==> src/rtl/fir_pkg.sv <==
// Shared widths, FSM encoding and output rounding/saturation for the TDM FIR.
package fir_pkg;

    // Working width for the generic rounding helper; wide enough for any accumulator.
    localparam int unsigned RS_W = 64;

    typedef enum logic [1:0] {
        ST_IDLE = 2'd0,
        ST_MAC  = 2'd1,
        ST_DONE = 2'd2
    } fir_state_e;

    typedef struct packed {
        logic signed [RS_W-1:0] data;
        logic                   sat;
    } rs_result_t;

    // Index width for n entries, never less than one bit.
    function automatic int unsigned clog2_min1(input int unsigned n);
        return (n <= 1) ? 1 : $clog2(n);
    endfunction

    // Accumulator width: a full product plus enough guard bits to sum every tap.
    function automatic int unsigned acc_width(input int unsigned dw, input int unsigned cw,
                                              input int unsigned taps);
        return dw + cw + $clog2(taps);
    endfunction

    // Largest positive Q1.(cw-1) value, used as c[0] so reset behaves as pass-through.
    function automatic logic [RS_W-1:0] coef_unity(input int unsigned cw);
        return (RS_W'(1) << (cw - 1)) - RS_W'(1);
    endfunction

    // Round half-up, arithmetic shift, then clip to a signed out_w-bit range.
    function automatic rs_result_t round_sat(input logic signed [RS_W-1:0] acc,
                                             input int unsigned shift,
                                             input int unsigned out_w);
        rs_result_t             res;
        logic signed [RS_W-1:0] r;
        logic signed [RS_W-1:0] hi;
        logic signed [RS_W-1:0] lo;
        if (shift == 0) begin
            r = acc;
        end else begin
            r = (acc + (RS_W'(1) <<< (shift - 1))) >>> shift;
        end
        hi = (RS_W'(1) <<< (out_w - 1)) - RS_W'(1);
        lo = -hi - RS_W'(1);
        res.data = r;
        res.sat  = 1'b0;
        if (r > hi) begin
            res.data = hi;
            res.sat  = 1'b1;
        end else if (r < lo) begin
            res.data = lo;
            res.sat  = 1'b1;
        end
        return res;
    endfunction

endpackage

==> src/rtl/fir_mac_unit.sv <==
// Signed multiply-accumulate register with synchronous clear; kept alone to map onto a DSP slice.
module fir_mac_unit #(
    parameter int unsigned A_W   = 16,
    parameter int unsigned B_W   = 16,
    parameter int unsigned ACC_W = 37
) (
    input  logic                    aud_bclk,
    input  logic                    rst_n,
    input  logic                    clr,
    input  logic                    en,
    input  logic signed [A_W-1:0]   a,
    input  logic signed [B_W-1:0]   b,
    output logic signed [ACC_W-1:0] acc
);

    logic signed [A_W+B_W-1:0] prod_c;

    // Full-precision product, sign-extended into the accumulator.
    assign prod_c = a * b;

    // Accumulator: clear wins over enable.
    always_ff @(posedge aud_bclk or negedge rst_n) begin
        if (!rst_n) begin
            acc <= '0;
        end else if (clr) begin
            acc <= '0;
        end else if (en) begin
            acc <= acc + ACC_W'(prod_c);
        end
    end

endmodule

==> src/rtl/fir_tdm_filter.sv <==
// Time-multiplexed multi-channel FIR: one MAC iterates over TAPS run-time coefficients per sample.
module fir_tdm_filter
    import fir_pkg::*;
#(
    parameter int unsigned DATA_W   = 16,
    parameter int unsigned COEF_W   = 16,
    parameter int unsigned TAPS     = 32,
    parameter int unsigned CHANNELS = 2,
    parameter int unsigned OUT_W    = 16,
    parameter int unsigned SHIFT    = 15
) (
    input  logic                                aud_bclk,
    input  logic                                rst_n,
    input  logic                                in_valid,
    input  logic [clog2_min1(CHANNELS)-1:0]     in_ch,
    input  logic signed [DATA_W-1:0]            in_data,
    output logic                                in_ready,
    input  logic                                coef_we,
    input  logic [clog2_min1(TAPS)-1:0]         coef_addr,
    input  logic signed [COEF_W-1:0]            coef_wdata,
    output logic                                coef_ack,
    output logic                                out_valid,
    output logic [clog2_min1(CHANNELS)-1:0]     out_ch,
    output logic signed [OUT_W-1:0]             out_data,
    output logic                                out_sat,
    output logic                                overrun
);

    localparam int unsigned CH_W  = clog2_min1(CHANNELS);
    localparam int unsigned TAP_W = clog2_min1(TAPS);
    localparam int unsigned ACC_W = acc_width(DATA_W, COEF_W, TAPS);

    fir_state_e               state;
    logic signed [DATA_W-1:0] hist [CHANNELS][TAPS];
    logic [TAP_W-1:0]         wptr [CHANNELS];
    logic signed [COEF_W-1:0] coef [TAPS];
    logic [TAP_W-1:0]         newest_q;
    logic [TAP_W-1:0]         k_q;
    logic [CH_W-1:0]          ch_q;
    logic signed [ACC_W-1:0]  acc;

    logic                     accept_c;
    logic                     coef_wr_c;
    logic                     mac_en_c;
    logic [CH_W-1:0]          in_ch_sel_c;
    logic [TAP_W-1:0]         rd_idx_c;
    logic signed [DATA_W-1:0] mac_a_c;
    logic signed [COEF_W-1:0] mac_b_c;
    rs_result_t               rs_c;
    logic                     unused_rs_hi;

    // Handshake decode: samples are taken only in IDLE; coefficient writes lose to a sample.
    always_comb begin
        in_ch_sel_c = (32'(in_ch) < CHANNELS) ? in_ch : '0;
        accept_c    = (state == ST_IDLE) && in_valid;
        coef_wr_c   = (state == ST_IDLE) && !in_valid && coef_we && (32'(coef_addr) < TAPS);
        mac_en_c    = (state == ST_MAC);
    end

    // Circular read index newest-k, wrapped by compare/subtract so TAPS need not be a power of two.
    always_comb begin
        if (k_q <= newest_q) begin
            rd_idx_c = newest_q - k_q;
        end else begin
            rd_idx_c = TAP_W'(32'(newest_q) + TAPS - 32'(k_q));
        end
        mac_a_c = hist[ch_q][rd_idx_c];
        mac_b_c = coef[k_q];
    end

    // Final scaling of the accumulated sum.
    always_comb begin
        rs_c         = round_sat(RS_W'(acc), SHIFT, OUT_W);
        unused_rs_hi = ^rs_c.data[RS_W-1:OUT_W];
    end

    fir_mac_unit #(
        .A_W   (DATA_W),
        .B_W   (COEF_W),
        .ACC_W (ACC_W)
    ) u_mac (
        .aud_bclk (aud_bclk),
        .rst_n    (rst_n),
        .clr      (accept_c),
        .en       (mac_en_c),
        .a        (mac_a_c),
        .b        (mac_b_c),
        .acc      (acc)
    );

    // Per-channel sample history and write pointers.
    always_ff @(posedge aud_bclk or negedge rst_n) begin
        if (!rst_n) begin
            for (int c = 0; c < int'(CHANNELS); c++) begin
                wptr[c] <= '0;
                for (int t = 0; t < int'(TAPS); t++) begin
                    hist[c][t] <= '0;
                end
            end
        end else if (accept_c) begin
            hist[in_ch_sel_c][wptr[in_ch_sel_c]] <= in_data;
            wptr[in_ch_sel_c] <= (32'(wptr[in_ch_sel_c]) == TAPS - 1) ? '0
                                 : wptr[in_ch_sel_c] + TAP_W'(1);
        end
    end

    // Coefficient table with write acknowledge.
    always_ff @(posedge aud_bclk or negedge rst_n) begin
        if (!rst_n) begin
            for (int t = 0; t < int'(TAPS); t++) begin
                coef[t] <= '0;
            end
            coef[0]  <= COEF_W'(coef_unity(COEF_W));
            coef_ack <= 1'b0;
        end else begin
            coef_ack <= coef_wr_c;
            if (coef_wr_c) begin
                coef[coef_addr] <= coef_wdata;
            end
        end
    end

    // Sequencer: accept, TAPS MAC cycles, then publish the rounded result.
    always_ff @(posedge aud_bclk or negedge rst_n) begin
        if (!rst_n) begin
            state     <= ST_IDLE;
            ch_q      <= '0;
            newest_q  <= '0;
            k_q       <= '0;
            in_ready  <= 1'b1;
            out_valid <= 1'b0;
            out_ch    <= '0;
            out_data  <= '0;
            out_sat   <= 1'b0;
            overrun   <= 1'b0;
        end else begin
            out_valid <= 1'b0;
            overrun   <= in_valid && !in_ready;
            case (state)
                ST_IDLE: begin
                    if (in_valid) begin
                        ch_q     <= in_ch_sel_c;
                        newest_q <= wptr[in_ch_sel_c];
                        k_q      <= '0;
                        in_ready <= 1'b0;
                        state    <= ST_MAC;
                    end
                end
                ST_MAC: begin
                    if (32'(k_q) == TAPS - 1) begin
                        state <= ST_DONE;
                    end else begin
                        k_q <= k_q + TAP_W'(1);
                    end
                end
                ST_DONE: begin
                    out_valid <= 1'b1;
                    out_data  <= OUT_W'(rs_c.data);
                    out_ch    <= ch_q;
                    out_sat   <= rs_c.sat;
                    in_ready  <= 1'b1;
                    state     <= ST_IDLE;
                end
                default: begin
                    in_ready <= 1'b1;
                    state    <= ST_IDLE;
                end
            endcase
        end
    end

endmodule

==> config.mk <==
export PLATFORM = sky130hd
export DESIGN_NAME = fir_tdm_filter
export DESIGN_NICKNAME = d
export VERILOG_FILES = /design/src/rtl/fir_pkg.sv /design/src/rtl/fir_mac_unit.sv /design/src/rtl/fir_tdm_filter.sv
export SDC_FILE = /design/constraint.sdc
export NUM_CORES = 2
export LEC_CHECK = 0
export CAP_MARGIN = 20
export CELL_PAD_IN_SITES_DETAIL_PLACEMENT = 1
export CELL_PAD_IN_SITES_GLOBAL_PLACEMENT = 2
export CORE_UTILIZATION = 43
export DETAILED_ROUTE_END_ITERATION = 10
export GPL_TIMING_DRIVEN = 0
export PLACE_DENSITY_LB_ADDON = 0.1
export REMOVE_ABC_BUFFERS = 1
export SYNTH_ARGS = -nofsm -noshare
export SYNTH_HDL_FRONTEND = slang
export SYNTH_SLANG_ARGS = --single-unit
==> constraint.sdc <==
create_clock -name aud_bclk -period 9.3 [get_ports aud_bclk]
set_clock_uncertainty 0.2 [all_clocks]
set_input_delay 1.86 -clock aud_bclk [delete_from_list [all_inputs] [get_ports aud_bclk]]
set_output_delay 1.86 -clock aud_bclk [all_outputs]
set_load 0.01 [all_outputs]
==> results.md <==
- Status: completed
- Leakage: ~0.047 µW
- # hold bufs at CTS: 0
- Post-synth EDFFs: 0
- Hold Worst Slack: 0.281 ns
- Number of fill cells: 18600
- Number of cells on the critical path: 31
- IO Pins: 64
- Peak supply drop: 412 µV
- Top delay family on crit path: adder cells
- Clock Tree Buf Depth: 3
- Setup WS post-layout: 0.247 ns
- Clk slew on worst S/H paths: approximately 0.060 ns
- Clock network fraction of total power: 23.1%
- Sw Ratio: 40.2%
- Synth area leaders: dfrtp_1 47%, mux2_2 21%, mux4_2 13%
- CP Buf/Inv Count: 9
- FF-to-FF path depth: 31
- Async SR Flop Fraction: 100%
- Die width: 447 µm
- Final setup violation count: 0
- Ys Warns: 0
- Worst reg2reg setup slack: approximately 0.25 ns
- Multi-input gate area: between 40000 and 50000 µm²
- Syn-to-layout area delta: 16.2%
- CTS tree: yes
- Critical path's slowest cell: mux4_2
- Worst min path class: reg2reg
- Critical Path RT: 9.81 ns
- Pins over their slew limit: 0
- Initial Util: between 40% and 50%
- Vias per inst: about 5.6
- Die height: 447 µm
- Vias in the first global route: 54900
- First-pass GRT wire length: 362 mm
- Final hold vios: 0
- CP startpoint: newest_q[0]
- Worst-Skew Late Latency: 0.84 ns
- Cell variety after synth: 71
- Int Power: 19300 µW
- Register area share after synthesis: 47.6%
- Final nets: 6340
- Synthesized cell area: 85100 µm²
- Critical Path End Type: flop
- Most common cell after layout, fill and taps aside: dfrtp_1
- Sequential cell area: slightly above 40000 µm²
- Post-route cell area: 98900 µm²
- Cell mode on critical path: fa_1
- Layout cells sized above 1: roughly 47%
- Crit Path Max Fanout: 7
- Final setup TNS: 0 ns
- #FFs+latches synth: 1618
- Worst-Margin Slew: between 1 and 1.5 ns
- Fin cells: 8644
- Synth Instances: 5792
- Root buffer cell: clkbuf_16
- Power Density: 326 nW/µm²
- Post-synth top area cell: dfrtp_1
- Flop pwr share: 25.1%
- CP arrival: around 9.6 ns
- FF-to-FF Start: newest_q[0]
- Largest net degree at the start of global routing: 184
- Initial antenna violation count: 8
- Net Sw Power: 13000 µW
- Synth top area share: 47.1%
- Fmax: 110 MHz
- Final Cycle Share: 97.3%
- Detailed Route Iter0 Violations: 2701
- CTS buffer count: 181
- Top FF cell, synth: dfrtp_1
- DRC: 0
- RD Place Congestion: 0.759
- Worst Setup EP: u_mac.acc[32]
- DR vias: 48600
- Die area: 200000 µm²
- Comb pwr share: between 50% and 60%
- Post-DP HPWL: 155 mm
- Reg-to-reg endpoint: u_mac.acc[32]
- PortBufs: 63
- Gr ovfl total: 0
- Final Critical Period: ~9 ns
- RSZ-0062 raised after global routing: yes
- H-Tree Depth: 4
- Final WL: 235 mm
- Clock Sinks: 1618
- # rows: ~160
- Wirelength per Cell: 27.1 µm
- Core ar.: 196000 µm²
- Most frequent cells in the layout: 1596 x dfrtp_1, 1560 x mux2_2, 476 x mux4_2
- Tot GR Track Use: 24.2%
- Place WS: -2.29 ns
- Antenna viol nets, final: 0
- Critical path launch point type: flop
- Syn_area_per_cell: 14.7 µm²
- Headroom to the max-slew limit: 26.2%
- Dpl cells: just over 8000
- WS Path Type: reg2reg
- DP Area: 90800 µm²
- Max cap viols: 0
- Slowest cell delay on critical path: 0.62 ns
- Drt first pass iters: 5
## synth_stat cells (4+ instances only)
| library cell | n |
|---|---|
| a211oi_1 | 10 |
| mux2i_1 | 29 |
| nand4_1 | 5 |
| or2_2 | 16 |
| o21ai_2 | 6 |
| a21o_1 | 17 |
| o21ai_1 | 4 |
| nand3_1 | 29 |
| and3_1 | 18 |
| and4_1 | 4 |
| dfstp_2 | 16 |
| mux2_2 | 1563 |
| buf_2 | 148 |
| xor2_1 | 22 |
| fa_1 | 320 |
| nand2_1 | 186 |
| mux2i_2 | 4 |
| nor3_1 | 8 |
| a21oi_1 | 41 |
| clkbuf_1 | 218 |
| nand2b_1 | 32 |
| buf_4 | 32 |
| inv_2 | 6 |
| a21boi_0 | 4 |
| buf_1 | 24 |
| mux4_2 | 476 |
| dfrtp_1 | 1602 |
| nor2_1 | 214 |
| o211ai_1 | 17 |
| and2_1 | 11 |
| buf_6 | 14 |
| o21a_1 | 22 |
| inv_1 | 355 |
| o31ai_1 | 5 |
| or3_1 | 13 |
| nor2b_1 | 48 |
| o21ai_0 | 52 |
| ha_1 | 120 |
| xnor2_1 | 34 |
## stage by stage
step	util [%]	total power, µW
final	50.5	32300
after detailed placement	46.4	23300
after CTS	50.0	31800
after global placement	44.4	21400
after global routing	50.5	34400
after floorplan	-	18100
## power by group through the flow
stage	Combinational, µW	Sequential, µW	Clock (µW)
2_1_floorplan	9600	8550	0
3_3_place_gp	12500	8940	0
3_5_place_dp	14900	8360	0
4_1_cts	16000	8120	7670
5_1_grt	18200	8190	7940
6_report	16700	8110	7460
## area by class of cell
class                      instances  area share (%)
multi-input combinational       3378            42.7
sequential                      1618            41.0
clock buffer                     291            5.68
timing repair buffer             317            5.34
tap                             2624            3.32
inverter                         362            1.39
clock inverter                    49           0.651
antenna                            5          0.0126
## cell families (layout without fill, tap and decap cells)
group,count (synthesis),after routing,synth area share [%]
AO/OA/AOI/OAI,209,211,1.62
XOR/XNOR,57,57,0.595
adder cells (fa/ha/maj),441,441,9.30
buffers and inverters,798,1019,4.00
flip-flops,1618,1618,47.6
multiplexers,2073,2073,33.7
other,0,5,0
AND/OR/NAND/NOR,596,596,3.21
## worst min-delay path by stage
| stage | slack, ns | depth (start not counted) | startpoint | endpoint |
|---|---|---|---|---|
| final | 0.28 | 2 | wptr[1] | wptr[1] |
| after global routing | 0.31 | 1 | hist[785] | hist[785] |
| after CTS | 0.28 | 2 | wptr[1] | wptr[1] |
| after detailed placement | 0.27 | 2 | wptr[1] | wptr[1] |
| after global placement | 0.26 | 2 | wptr[1] | wptr[1] |
| after floorplan | 0.25 | 2 | wptr[4] | wptr[4] |
## worst register-to-register path, delay by kind of cell (launching register included)
kind / cells / cell delay, ns
AOI/OAI and AO/OA: 7 / 1.29
muxes: 3 / 1.34
DFF: 1 / 0.38
buffers and inverters: 9 / 1.12
adders and majority gates: 9 / 3.95
and+or+nand+nor: 2 / 0.41
xor gates and xnor gates: 1 / 0.23
## registers in the layout, indices dropped and copies added (netlist names), 2 cells and up
name	flops
coef	512
hist	1024
k_q	5
newest_q	5
out_data	16
state	2
u_mac.acc	37
wptr	10
## per-layer routing
metal	part of all wire, %	vias up	track usage [%]	wire length (µm)
li1	-	20700	-	-
met1	47	26900	35.1	110000
met2	48	621	38.8	113000
met3	3.0	271	3.12	7060
met4	2.0	0	5.68	4750
met5	0	-	0	0
## timing repair
item | 4_1_cts | 5_1_grt
cloned | 1 | 7
pin swaps | 10 | 15
hold endpoints to repair | 0 | 0
gates resized for setup | 74 | 49
endpoints found under the setup margin | 27 | 14
buffers inserted | 34 | 38
(Power assumes the default switching activity.)
